$ cat config.mk
export PLATFORM = sky130hd
export DESIGN_NAME = pmem_line_adaptor
export DESIGN_NICKNAME = d
export VERILOG_FILES = /design/src/rtl/pmem_adaptor_pkg.sv /design/src/rtl/pmem_beat_shifter.sv /design/src/rtl/pmem_line_adaptor.sv
export SDC_FILE = /design/constraint.sdc
export NUM_CORES = 1
export LEC_CHECK = 0
export BUFFER_PORTS_ARGS = -buffer_cell sky130_fd_sc_hd__buf_2
export CORE_AREA = 2 2 275 277
export DETAILED_ROUTE_END_ITERATION = 10
export DIE_AREA = 0 0 277 279
export PLACE_DENSITY_LB_ADDON = 0.3
export SLEW_MARGIN = 20
export SYNTH_ARGS = -nofsm -noshare
export SYNTH_HDL_FRONTEND = slang
export SYNTH_SLANG_ARGS = --single-unit
$ cat constraint.sdc
create_clock -name clk -period 2.8 [get_ports clk]
set_input_delay 0.14 -clock clk [delete_from_list [all_inputs] [get_ports clk]]
set_output_delay 0.14 -clock clk [all_outputs]
set_load 0.05 [all_outputs]
$ cat src/rtl/pmem_adaptor_pkg.sv
// ============================================================================
// Module      : pmem_adaptor_pkg
// Description : Shared constants and state type for the cache-line to burst
//               memory adaptor.
// Revision    : 1.0 - initial release
// ============================================================================
`default_nettype none

package pmem_adaptor_pkg;

    localparam int c_LINE_W      = 256;
    localparam int c_BEAT_W      = 64;
    localparam int c_BEATS       = c_LINE_W / c_BEAT_W;
    localparam int c_OFFSET_BITS = 5;
    localparam int c_BEAT_IDX_W  = 2;

    typedef enum logic [1:0] {
        IDLE  = 2'd0,
        READ  = 2'd1,
        WRITE = 2'd2,
        DONE  = 2'd3
    } adaptor_state_t;

endpackage

`default_nettype wire

$ cat src/rtl/pmem_beat_shifter.sv
// ============================================================================
// Module      : pmem_beat_shifter
// Description : Read-line assembly buffer, write-line holding buffer and the
//               beat index shared by both directions.
// Revision    : 1.0 - initial release
// ============================================================================
`default_nettype none

module pmem_beat_shifter
    import pmem_adaptor_pkg::*;
#(
    parameter int LINE_W = c_LINE_W,
    parameter int BEAT_W = c_BEAT_W
) (
    input  logic                    clk,
    input  logic                    rst,
    input  logic                    load,
    input  logic [LINE_W-1:0]       load_line,
    input  logic                    capture,
    input  logic [BEAT_W-1:0]       beat_in,
    input  logic                    advance,
    input  logic                    clear,
    output logic [c_BEAT_IDX_W-1:0] beat_idx,
    output logic [LINE_W-1:0]       rd_line,
    output logic [BEAT_W-1:0]       beat_out
);

    logic [c_BEAT_IDX_W-1:0] r_idx;
    logic [LINE_W-1:0]       r_rd_line;
    logic [LINE_W-1:0]       r_wr_line;

    // Separate buffers so a write never disturbs the last read line.
    always_ff @(posedge clk) begin
        if (rst) begin
            r_idx     <= '0;
            r_rd_line <= '0;
            r_wr_line <= '0;
        end else begin
            if (load) begin
                r_wr_line <= load_line;
            end
            if (capture) begin
                r_rd_line[BEAT_W*r_idx +: BEAT_W] <= beat_in;
            end
            if (clear) begin
                r_idx <= '0;
            end else if (advance) begin
                r_idx <= r_idx + 1'b1;
            end
        end
    end

    assign beat_idx = r_idx;
    assign rd_line  = r_rd_line;
    assign beat_out = r_wr_line[BEAT_W*r_idx +: BEAT_W];

endmodule

`default_nettype wire

$ cat src/rtl/pmem_line_adaptor.sv
// ============================================================================
// Module      : pmem_line_adaptor
// Description : Turns 256-bit line read/write requests into 4-beat 64-bit
//               bursts. Optional watchdog under macro PMEM_WATCHDOG_EN.
// Revision    : 1.0 - initial release
// ============================================================================
`default_nettype none

module pmem_line_adaptor
    import pmem_adaptor_pkg::*;
#(
    parameter int ADDR_W  = 32,
    parameter int LINE_W  = c_LINE_W,
    parameter int BEAT_W  = c_BEAT_W,
    parameter int TIMEOUT = 1024
) (
    input  logic              clk,
    input  logic              rst,
    input  logic              line_read,
    input  logic              line_write,
    input  logic [ADDR_W-1:0] line_address,
    input  logic [LINE_W-1:0] line_wdata,
    output logic [LINE_W-1:0] line_rdata,
    output logic              line_resp,
    output logic              burst_read,
    output logic              burst_write,
    output logic [ADDR_W-1:0] burst_address,
    output logic [BEAT_W-1:0] burst_wdata,
    input  logic [BEAT_W-1:0] burst_rdata,
`ifdef PMEM_WATCHDOG_EN
    input  logic              burst_resp,
    output logic              burst_timeout
`else
    input  logic              burst_resp
`endif
);

    localparam logic [c_BEAT_IDX_W-1:0] c_LAST_BEAT = c_BEAT_IDX_W'(c_BEATS - 1);

    adaptor_state_t          r_state;
    adaptor_state_t          w_state_next;
    logic [ADDR_W-1:0]       r_burst_address;
    logic [c_BEAT_IDX_W-1:0] w_beat_idx;
    logic                    w_load;
    logic                    w_capture;
    logic                    w_advance;
    logic                    w_clear;
    logic                    w_accept;
    logic                    w_active;
    logic                    w_wd_expire;
    logic [c_OFFSET_BITS-1:0] w_unused_offset;

    assign w_unused_offset = line_address[c_OFFSET_BITS-1:0];
    assign w_active        = (r_state == READ) || (r_state == WRITE);

`ifdef PMEM_WATCHDOG_EN
    localparam int c_WD_W = $clog2(TIMEOUT + 1);

    logic [c_WD_W-1:0] r_wd_cnt;
    logic              r_timeout;

    // Expires on the cycle that would bring the idle count up to TIMEOUT.
    assign w_wd_expire = w_active && !burst_resp && (r_wd_cnt == c_WD_W'(TIMEOUT - 1));

    always_ff @(posedge clk) begin
        if (rst) begin
            r_wd_cnt  <= '0;
            r_timeout <= 1'b0;
        end else begin
            if (w_active && !burst_resp) begin
                r_wd_cnt <= r_wd_cnt + 1'b1;
            end else begin
                r_wd_cnt <= '0;
            end
            if (w_wd_expire) begin
                r_timeout <= 1'b1;
            end
        end
    end

    assign burst_timeout = r_timeout;
`else
    localparam int c_UNUSED_TIMEOUT = TIMEOUT;

    assign w_wd_expire = 1'b0;
`endif

    always_ff @(posedge clk) begin
        if (rst) begin
            r_state <= IDLE;
        end else begin
            r_state <= w_state_next;
        end
    end

    always_comb begin
        w_state_next = r_state;
        w_load       = 1'b0;
        w_capture    = 1'b0;
        w_advance    = 1'b0;
        w_clear      = 1'b0;
        w_accept     = 1'b0;
        case (r_state)
            IDLE: begin
                if (line_write) begin
                    w_accept     = 1'b1;
                    w_load       = 1'b1;
                    w_state_next = WRITE;
                end else if (line_read) begin
                    w_accept     = 1'b1;
                    w_state_next = READ;
                end
            end
            READ: begin
                if (burst_resp) begin
                    w_capture = 1'b1;
                    w_advance = 1'b1;
                    if (w_beat_idx == c_LAST_BEAT) begin
                        w_state_next = DONE;
                    end
                end else if (w_wd_expire) begin
                    w_state_next = DONE;
                end
            end
            WRITE: begin
                if (burst_resp) begin
                    w_advance = 1'b1;
                    if (w_beat_idx == c_LAST_BEAT) begin
                        w_state_next = DONE;
                    end
                end else if (w_wd_expire) begin
                    w_state_next = DONE;
                end
            end
            DONE: begin
                w_clear      = 1'b1;
                w_state_next = IDLE;
            end
            default: begin
                w_state_next = IDLE;
            end
        endcase
    end

    always_ff @(posedge clk) begin
        if (rst) begin
            r_burst_address <= '0;
        end else if (w_accept) begin
            r_burst_address <= {line_address[ADDR_W-1:c_OFFSET_BITS], {c_OFFSET_BITS{1'b0}}};
        end
    end

    pmem_beat_shifter #(
        .LINE_W (LINE_W),
        .BEAT_W (BEAT_W)
    ) u_shifter (
        .clk       (clk),
        .rst       (rst),
        .load      (w_load),
        .load_line (line_wdata),
        .capture   (w_capture),
        .beat_in   (burst_rdata),
        .advance   (w_advance),
        .clear     (w_clear),
        .beat_idx  (w_beat_idx),
        .rd_line   (line_rdata),
        .beat_out  (burst_wdata)
    );

    // Strobes decode the state register and are masked while rst is high.
    assign burst_read    = (r_state == READ)  && !rst;
    assign burst_write   = (r_state == WRITE) && !rst;
    assign line_resp     = (r_state == DONE)  && !rst;
    assign burst_address = r_burst_address;

endmodule

`default_nettype wire
==> summary.md, run 1 <==
| Metric | Value |
|---|---|
| Main synth FF type | `dfxtp_1` |
| Final worst-path cycle share | `91.4%` |
| Cell area after layout | `just over 30000 um2` |
| Worst hold path type | `in2reg` |
| Clock Sinks | `~540` |
| RSZ-0062 raised after global routing | `no` |
| Initial antenna violation count | `8` |
| Vias per inst | `4.78` |
| YS warnings | `0` |
| Starting Density | `between 20% and 30%` |
| Commonest non-fill, non-tap cells in the layout | `buf_2, nand2_1, dfxtp_1` |
| Area post-placement | `around 25000 um2` |
| Syn Std Cell Area | `between 20000 and 25000 um2` |
| Status | `finished clean` |
| Leak Pwr | `around 0.013 uW` |
| Die Area | `about 77000 um2` |
| Final hold violation count | `0` |
| Total Power | `24400 uW` |
| Vias | `20382` |
| Avg Synthesized Cell Area | `8.94 um2` |
| WL/cell | `between 15 and 20 um` |
| Maxcap violations | `0` |
| Max Fanout on Critical Path | `71` |
| WP data arrival | `between 2 and 2.5 ns` |
| Clock latency on the worst-skew pair | `0.61 ns` |
| Final ANT Viol Nets | `0` |
| WHS Path Cells | `4` |
| Synthesis-to-layout area growth | `49.6%` |
| Routability cong. | `0.809` |
| Layout Skew | `~0.026 ns` |
| Final WL | `78100 um` |
| Worst r2r path cells | `6` |
| Sequential share of the synthesized area | `53.3%` |
| Power per Cell Area | `~800 nW/um2` |
| Clk slew on worst S/H paths | `approximately 0.06 ns` |
| Die Span X | `277 um` |
| FP Rows | `100` |
| Number of global-route vias before repair | `around 20000` |
| Final setup viols | `0` |
| CP Capture Type | `output pin` |
| Layout cell share with drive strength beyond 1 | `30.2%` |
| Die Y-Extent | `around 280 um` |
| CTS Root Cell | `clkbuf_16` |
| DR iter-0 viols | `1220` |
| Commonest non-fill, non-tap cell in the layout | `buf_2` |
| Pins Over Slew Limit | `0` |
| CTS tree | `done` |
| Mapped Cells | `2284` |
| DP HPWL | `50900 um` |
| Clk buf depth | `3` |
| CTS Buf Count | `60` |
| Largest net degree at the start of global routing | `175` |
| Core area | `74100 um2` |
| Tmin final | `2.56 ns` |
| Yosys reg bits | `543` |
| First-pass DRT Iterations | `5` |
| Nets | `3606` |
| Worst slew pin tran | `~0.96 ns` |
| Unique masters post-synth | `39` |
| Port bufs | `701` |
| Asr flop ratio synth | `0%` |
| Gr usage total | `19.3%` |
| Worst VDD drop | `0.000525 V` |
| Remaining DRCs | `0` |
| Rel. slew slack | `35.9%` |
| FMAX | `roughly 390 MHz` |
| Number of flops mapped to enable cells by yosys | `0` |
| GRT overflow | `0` |
| Sum Neg Setup Slack | `0 ns` |
| Top Ports | `~700` |
| Worst EP required | `2.66 ns` |
| WS Path Type | `reg2out` |
| H-tree depth | `2` |
| Worst setup SP type | `register` |
| First-pass GRT wire length | `119000 um` |
[where the power goes]
part | total [uW] | internal (uW) | switching (uW) | leakage, uW
combinational | 6980 | 2360 | 4620 | 0.00776
clock | 8410 | 5050 | 3360 | 0.00106
sequential | 9010 | 8580 | 431 | 0.00442
total | 24400 | 16000 | 8410 | 0.0132
[state kept, by name (all words and copies together), names as in the netlist]
name / count
burst_address: 27
r_state: 2
u_shifter.beat_idx: 2
u_shifter.r_wr_line: 256
u_shifter.rd_line: 256
[cells in the mapped netlist (all sizes together), types with 2 or more instances]
cell type  number  area, um2
nor3            2       10.0
o21ai         103        515
nand2b          3       18.8
inv             5       18.8
nor2           28        105
clkbuf        122        458
nand3b          2       15.0
and2            3       18.8
a32oi          28        245
ha             11        138
a32o           64        716
mux4           64       1440
nor2b           3       18.8
a21oi         348       1740
nand2         684       2570
nand3         168        853
buf            90        539
dfxtp         543      10900
[worst paths after layout]
check	start	end	slack, ns
setup reg to reg	r_state[1]	u_shifter.rd_line[5]	0.66
hold reg to reg	u_shifter.rd_line[130]	u_shifter.rd_line[130]	0.45
setup / recovery	u_shifter.beat_idx[0]	burst_wdata[63]	0.24
hold / removal	line_wdata[193]	u_shifter.r_wr_line[193]	0.31
[final cells by class]
type	count	area, um2
fillers	7383	43500
well taps	969	1210
flip-flops and latches	543	10900
multi-input cells	1528	8580
diodes	8	20.0
clock buffers	83	1760
repair buffers	1100	7690
clock inverters	31	367
inverters	5	23.8
[per-stage QoR]
step / setup WS [ns] / hold WS [ns] / util, % / std cells
6_report: 0.240 / 0.307 / 41.2 / 4267
2_1_floorplan: 0.358 / 0.266 / - / 2288
3_3_place_gp: 0.607 / 0.382 / 33.6 / 3794
4_1_cts: 0.111 / 0.250 / 41.2 / 4259
3_5_place_dp: 0.588 / 0.385 / 33.6 / 3794
5_1_grt: 0.0895 / 0.283 / 41.2 / 4266
[cells by family (layout without fill, tap and decap cells)]
kind of cell | after synthesis | after routing | synth area share, %
AO/OA/AOI/OAI | 547 | 547 | 15.9
other | 1 | 13 | 0.0184
buffers and inverters | 217 | 1219 | 4.98
multiplexers | 65 | 65 | 7.11
XOR/XNOR | 1 | 1 | 0.0429
AND/OR/NAND/NOR | 899 | 899 | 18.0
flip-flops | 543 | 543 | 53.3
adder cells (fa/ha/maj) | 11 | 11 | 0.674
[per-layer routing]
layer  routed length, um  GRT usage, %  vias to the layer above
met3                5260          4.74                      154
li1                    -             -                     9814
met1               32200          23.0                     9679
met5                  14             0                        -
met2               38200          33.8                      733
met4                2500          6.90                        2
[worst max-delay path, cell delays in order, from the launching register on]
cell and delay [ns]:
dfxtp_4 0.35, buf_12 0.44, mux4_2 0.67, buf_2 0.25
[repair_timing]
action,CTS,global route
buffers inserted,0,0
gates resized for setup,0,0
endpoints found under the hold margin,543,0
hold buffers,351,0
(Power assumes the default switching activity.)
==> run 2, diff against run 1 <==
==> constraint.sdc (replaced) <==
create_clock -name clk -period 2.7 [get_ports clk]
set_input_delay 0.135 -clock clk [delete_from_list [all_inputs] [get_ports clk]]
set_output_delay 0.135 -clock clk [all_outputs]
set_load 0.05 [all_outputs]
==> summary.md, run 2 (same netlist as run 1, synthesis figures left out) <==
| Metric | Value |
|---|---|
| CTS tree | `done` |
| DR iter-0 viols | `1117 (-8.4%)` |
| Clk buf depth | `3 (unchanged)` |
| Final hold violation count | `0 (unchanged)` |
| Vias | `20355 (-0.13%)` |
| Setup slack after layout | `0.191 ns (-0.0494 ns)` |
| Area post-placement | `24900 um2 (+0.19%)` |
| Slowest stage delay, CP | `0.67 ns (about the same)` |
| Clk slew on worst S/H paths | `0.05 ns (about the same)` |
| Worst r2r path cells | `7 (+1)` |
| Post-CTS Setup Bufs | `0 (unchanged)` |
| First-pass GRT wire length | `118000 um (-0.88%)` |
| Worst setup SP type | `register` |
| H-tree depth | `2 (unchanged)` |
| Commonest non-fill, non-tap cells in the layout | `buf_2, nand2_1, dfxtp_1` |
| Pins Over Slew Limit | `0 (unchanged)` |
| WS Path Type | `reg2out` |
| CTS Buf Count | `60 (unchanged)` |
| # placed instances | `3797 (+0.079%)` |
| DP HPWL | `51600 um (+1.3%)` |
| GRT overflow | `0 (unchanged)` |
| Core area | `74100 um2 (unchanged)` |
| Die Y-Extent | `279 um (unchanged)` |
| Starting Density | `27.6% (unchanged)` |
| Power per Cell Area | `819 nW/um2 (+2.5%)` |
| Gr usage total | `19.3% (-0.065 points)` |
| Cell area after layout | `30600 um2 (+0.33%)` |
| FP Rows | `100 (unchanged)` |
| Max Fanout on Critical Path | `27 (-62%)` |
| P_int | `16500 uW (+2.9%)` |
| Commonest non-fill, non-tap cell in the layout | `buf_2` |
| Synthesis-to-layout area growth | `50.1%` |
| Layout Skew | `0.0204 ns (-0.00535 ns)` |
| Worst hold path type | `in2reg` |
| Cells along the critical path | `buf_6 > mux4_2 > buf_2` |
| CTS Root Cell | `clkbuf_16` |
| Port bufs | `701 (unchanged)` |
| Die Span X | `277 um (unchanged)` |
| Remaining DRCs | `0 (unchanged)` |
| Clock share of power | `33.2% (-1.3 points)` |
| Fin cells | `4277 (+0.23%)` |
| Gate power share | `29.5% (+0.9 points)` |
| WL/cell | `18.3 um (+0.15%)` |
| Final WL | `78400 um (+0.38%)` |
| Worst slew pin tran | `0.924 ns (-0.0382 ns)` |
| Number of global-route vias before repair | `20245 (-0.72%)` |
| Leak Pwr | `0.0133 uW (+0.42%)` |
| Top Ports | `712 (unchanged)` |
| Clock latency on the worst-skew pair | `0.61 ns (about the same)` |
| Worst EP required | `2.57 ns (-0.09 ns)` |
| Tmin final | `2.51 ns` |
| WHS Path Cells | `4 (unchanged)` |
| FMAX | `around 400 MHz` |
| Maxcap violations | `0 (unchanged)` |
| R2r setup slk | `0.19 ns (-0.47 ns)` |
| CP Capture Type | `output pin` |
| Status | `finished clean` |
| Total Power | `25100 uW (+2.8%)` |
| Nets | `3624 (+0.50%)` |
| Initial antenna violation count | `9 (+1)` |
| Crit-path slowest cell | `mux4_2` |
| Dpl ws | `0.470 ns (-0.118 ns)` |
| Largest net degree at the start of global routing | `116 (-34%)` |
| Final worst-path cycle share | `92.9%` |
| Sum Neg Setup Slack | `0 ns (unchanged)` |
| Worst VDD drop | `0.000548 V (+4.4%)` |
| Final ANT Viol Nets | `0 (unchanged)` |
| Switching Share | `34.4% (-0.056 points)` |
| Die Area | `77300 um2 (unchanged)` |
| Routability cong. | `0.815 (+0.78%)` |
| Sequential power share | `37.3% (+0.4 points)` |
| Clock Sinks | `543 (unchanged)` |
| Final setup viols | `0 (unchanged)` |
| Sw power | `8630 uW (+2.6%)` |
| Layout cell share with drive strength beyond 1 | `29.8% (-0.40 points)` |
| Vias per inst | `4.76 (-0.37%)` |
| First-pass DRT Iterations | `5 (unchanged)` |
| Rel. slew slack | `38.4% (+2.5 points)` |
| WP data arrival | `2.37 ns (-0.05 ns)` |
## run 2: changes by cell type in the layout (fill, tap and decap cells not counted), sizes merged
cell / previous run / this run
and2: 3 / 4
buf: 749 / 752
bufinv: 7 / 2
clkbuf: 83 / 99
clkinv: 17 / 6
clkinvlp: 1 / 0
diode: 8 / 7
dlygate4sd3: 351 / 365
inv: 11 / 5
## run 2: final cells by class
class | count | area (um2)
Multi-Input combinational cell | 1529 | 8590
Inverter | 5 | 23.8
Tap cell | 969 | 1210
Clock inverter | 8 | 109
Fill cell | 7369 | 43400
Antenna cell | 7 | 17.5
Timing Repair Buffer | 1117 | 7880
Sequential cell | 543 | 10900
Clock buffer | 99 | 1920
## run 2: critical path: cells and delay by family, from the launching register on
kind | cells | cell delay (ns)
DFF | 1 | 0.44
buffers and inverters | 2 | 0.64
muxes | 1 | 0.67
## run 2: metrics by stage
stage | util (%) | hold slack [ns]
final | 41.4 | 0.0698
after global routing | 41.4 | 0.0630
after CTS | 41.3 | 0.0195
after detailed placement | 33.6 | 0.380
after global placement | 33.6 | 0.377
after floorplan | - | 0.261
## run 2: what timing repair did
action,4_1_cts,5_1_grt
endpoints found under the setup margin,3,1
pin swaps,0,1
hold buffers,365,0
resized for setup,1,0
hold endpoints to repair,542,0
cloned,0,1
## run 2: worst paths after layout
check | start | endpoint
worst max-delay path | u_shifter.beat_idx[0] | burst_wdata[63]
worst min-delay path | burst_resp | u_shifter.beat_idx[0]
worst min register to register | u_shifter.rd_line[151] | u_shifter.rd_line[151]
worst max register to register | r_state[0] | u_shifter.r_wr_line[214]
## run 2: power groups by stage
stage / Clock (uW) / Sequential [uW] / Combinational [uW]
2_1_floorplan: 0 / 10000 / 4310
5_1_grt: 8870 / 9460 / 7950
3_5_place_dp: 0 / 9530 / 6940
4_1_cts: 8510 / 9360 / 7410
6_report: 8330 / 9370 / 7390
3_3_place_gp: 0 / 9510 / 6920
## run 2: metal layers
metal | share of wire [%] | GRT usage [%] | vias to the layer above | wire length [um]
met5 | 0 | 0 | - | 0
met2 | 48 | 33.2 | 770 | 37500
met3 | 6.7 | 4.44 | 164 | 5280
met4 | 3.7 | 7.48 | 0 | 2920
li1 | - | - | 9819 | -
met1 | 42 | 23.3 | 9602 | 32700
==> run 3, diff against run 2 <==
--- a/config.mk
+++ b/config.mk
@@ -6,11 +6,12 @@
 export NUM_CORES = 1
 export LEC_CHECK = 0
 export BUFFER_PORTS_ARGS = -buffer_cell sky130_fd_sc_hd__buf_2
-export CORE_AREA = 2 2 275 277
+export CORE_AREA = 2 2 281 283
 export DETAILED_ROUTE_END_ITERATION = 10
-export DIE_AREA = 0 0 277 279
+export DIE_AREA = 0 0 283 285
 export PLACE_DENSITY_LB_ADDON = 0.3
 export SLEW_MARGIN = 20
 export SYNTH_ARGS = -nofsm -noshare
 export SYNTH_HDL_FRONTEND = slang
+export SYNTH_HIERARCHICAL = 1
 export SYNTH_SLANG_ARGS = --single-unit
==> summary.md, run 3 <==
| Metric | Value |
|---|---|
| Worst R2R End | `u_shifter/rd_line[198]` |
| WS Path Type | `reg2out` |
| Inserted Diodes | `0 (-7)` |
| Die Area | `80700 um2 (+4.4%)` |
| Number of flops mapped to enable cells by yosys | `0 (unchanged)` |
| DP HPWL | `47700 um (-7.6%)` |
| Vias per inst | `4.38 (-8.0%)` |
| Initial antenna violation count | `0 (-9)` |
| Worst hold path type | `in2reg` |
| Port bufs | `701 (unchanged)` |
| Synth top area cells | `dfxtp_1, mux2i_1, mux4_2, o21ai_0, nor2_1` |
| Remaining DRCs | `0 (unchanged)` |
| Status | `finished clean` |
| Clock Sinks | `543 (unchanged)` |
| Unique masters post-synth | `36 (-7.7%)` |
| Final ANT Viol Nets | `0 (unchanged)` |
| Worst EP required | `2.57 ns (about the same)` |
| Worst VDD drop | `0.000520 V (-5.2%)` |
| Tmin final | `2.51 ns (+0.00427 ns)` |
| WHS Path Cells | `4 (unchanged)` |
| Max Fanout on Critical Path | `42 (+56%)` |
| Final WL | `69200 um (-12%)` |
| Leading area contributor after synthesis | `dfxtp_1` |
| Leak Pwr | `0.0135 uW (+1.8%)` |
| Core area | `78000 um2 (+5.3%)` |
| Largest net degree at the start of global routing | `68 (-41%)` |
| Most frequent cell after synthesis | `dfxtp_1` |
| Final worst-path cycle share | `93.1% (+0.16 points)` |
| Mapped Cells | `1908 (-16%)` |
| Synth top area share | `54.2% (+0.97 points)` |
| Gate power share | `29.5% (about the same)` |
| Clock latency on the worst-skew pair | `0.62 ns (about the same)` |
| Worst slew pin tran | `0.741 ns (-0.183 ns)` |
| Fin cells | `4039 (-5.6%)` |
| Commonest non-fill, non-tap cells in the layout | `buf_2, dfxtp_1, dlygate4sd3_1` |
| Pins Over Slew Limit | `0 (unchanged)` |
| Synthesis-to-layout area growth | `51.6%` |
| Cells along the critical path | `buf_16 > clkbuf_16 > mux4_2 > buf_2` |
| Clk buf depth | `3 (unchanged)` |
| WL/cell | `17.1 um (-6.5%)` |
| Nets | `3314 (-8.6%)` |
| Min-Delay Endpoint | `r_state[0]` |
| Die Span X | `283 um (+2.2%)` |
| Clock share of power | `32.5% (-0.7 points)` |
| Number of global-route vias before repair | `18175 (-10%)` |
| Gr usage total | `16.4% (-2.9 points)` |
| Bufs and invs on worst path | `3 (+1)` |
| Maxcap violations | `0 (unchanged)` |
| Slowest stage delay, CP | `0.51 ns (-0.16 ns)` |
| Setup slack after layout | `0.187 ns (-0.00427 ns)` |
| # placed instances | `3569 (-6.0%)` |
| CTS Root Cell | `clkbuf_16` |
| Syn Std Cell Area | `20000 um2 (-1.8%)` |
| P_int | `16500 uW (+0.54%)` |
| Sw power | `8240 uW (-4.5%)` |
| R2r setup slk | `0.57 ns (+0.38 ns)` |
| Die Y-Extent | `285 um (+2.2%)` |
| Asr flop ratio synth | `0% (unchanged)` |
| Rel. slew slack | `50.6% (+12 points)` |
| Final hold violation count | `0 (unchanged)` |
| Yosys reg bits | `543 (unchanged)` |
| GRT overflow | `0 (unchanged)` |
| Commonest non-fill, non-tap cell in the layout | `buf_2` |
| First-pass DRT Iterations | `4 (-1)` |
| Worst setup SP type | `register` |
| Worst path top cell family by delay | `buffers and inverters` |
| YS warnings | `6 (+6)` |
| FP Rows | `103 (+3.0%)` |
| Dpl ws | `0.571 ns (+0.100 ns)` |
| Power per Cell Area | `815 nW/um2 (-0.43%)` |
| Hold_sp | `line_read` |
| DR iter-0 viols | `674 (-40%)` |
| Layout Skew | `0.0244 ns (+0.00391 ns)` |
| Sum Neg Setup Slack | `0 ns (unchanged)` |
| WP data arrival | `2.38 ns (about the same)` |
| Top Ports | `712 (unchanged)` |
| Final setup viols | `0 (unchanged)` |
| Vias | `17689 (-13%)` |
| H-tree depth | `2 (unchanged)` |
| First-pass GRT wire length | `105000 um (-11%)` |
| Routability cong. | `0.804 (-1.3%)` |
| RSZ-0062 raised after global routing | `no` |
| Crit-path slowest cell | `mux4_2` |
| Crit path from | `u_shifter/beat_idx[0]` |
| Switching Share | `33.3% (-1.2 points)` |
| Layout cell share with drive strength beyond 1 | `30.8% (+1.0 points)` |
| CP Capture Type | `output pin` |
| Main synth FF type | `dfxtp_1` |
| Top cells by count, synth | `dfxtp_1, mux2i_1, nor2_1` |
| Starting Density | `25.7% (-1.8 points)` |
| FMAX | `398 MHz (-0.17%)` |
| Avg Synthesized Cell Area | `10.5 um2 (+18%)` |
| Sequential share of the synthesized area | `54.2% (+0.97 points)` |
| Reg2reg start | `r_state[1]` |
| Worst r2r path cells | `8 (+1)` |
| Sequential power share | `38.0% (+0.7 points)` |
| CTS Buf Count | `60 (unchanged)` |
| Clk slew on worst S/H paths | `0.06 ns (about the same)` |
| CTS tree | `done` |
## run 3: power groups by stage
stage               clock network [uW]  logic (uW)  registers [uW]
detailed placement                   0        6790            9580
global route                      8590        7790            9510
finish                            8060        7300            9430
global placement                     0        6770            9570
floorplan                            0        4450           10100
CTS                               8270        7280            9420
## run 3: metrics by stage
stage | utilization, % | hold WS [ns] | total power (uW) | cell area (um2)
6_report | 39.0 | 0.0766 | 24800 | 30400
5_1_grt | 39.0 | 0.106 | 25900 | 30400
4_1_cts | 38.9 | 0.0146 | 25000 | 30400
3_5_place_dp | 31.8 | 0.365 | 16400 | 24800
3_3_place_gp | 31.8 | 0.362 | 16300 | 24800
2_1_floorplan | - | 0.261 | 14600 | 20100
## run 3: cell families after synthesis
family | Yosys count | share of synthesized area (%)
adder cells (fa/ha/maj) | 10 | 0.624
AO/OA/AOI/OAI | 293 | 8.84
flip-flops | 543 | 54.2
other | 1 | 0.0187
AND/OR/NAND/NOR | 590 | 12.2
multiplexers | 322 | 20.1
buffers and inverters | 148 | 4.00
XOR/XNOR | 1 | 0.0437
## run 3: layer usage
metal	part of all wire [%]	global-route usage, %
met1	41	18.8
met2	50	29.5
met3	6.5	4.14
met4	3.1	5.56
met5	0	0
## run 3: worst max-delay path by stage
stage | end | slack, ns | cells past startpoint
6_report | burst_wdata[26] | 0.19 | 4
5_1_grt | burst_wdata[45] | 0.06 | 4
4_1_cts | burst_wdata[38] | 0.01 | 4
3_5_place_dp | u_shifter/rd_line[198] | 0.57 | 8
3_3_place_gp | u_shifter/r_wr_line[30] | 0.62 | 6
2_1_floorplan | u_shifter/rd_line[132] | 0.54 | 10
## run 3: final cells by class
class                   count  area, um2
fillers                  7640      47600
flip-flops and latches    543      10900
multi-input cells        1221       8440
repair buffers           1116       7820
clock buffers              91       1760
well taps                1050       1310
clock inverters            13        163
inverters                   5       18.8
## run 3: what timing repair did
action                                  CTS  global route
buffers inserted                          0             0
hold endpoints to repair                531             0
gates resized for setup                   0             3
endpoints found under the setup margin    0            10
hold buffers                            365             0
## run 3: tightest hold or removal path, delay by kind of cell
family,cells,cell delay (ns)
buffers and inverters,1,0.12
and+or+nand+nor,1,0.07
muxes,1,0.10
AOI/OAI and AO/OA,1,0.21
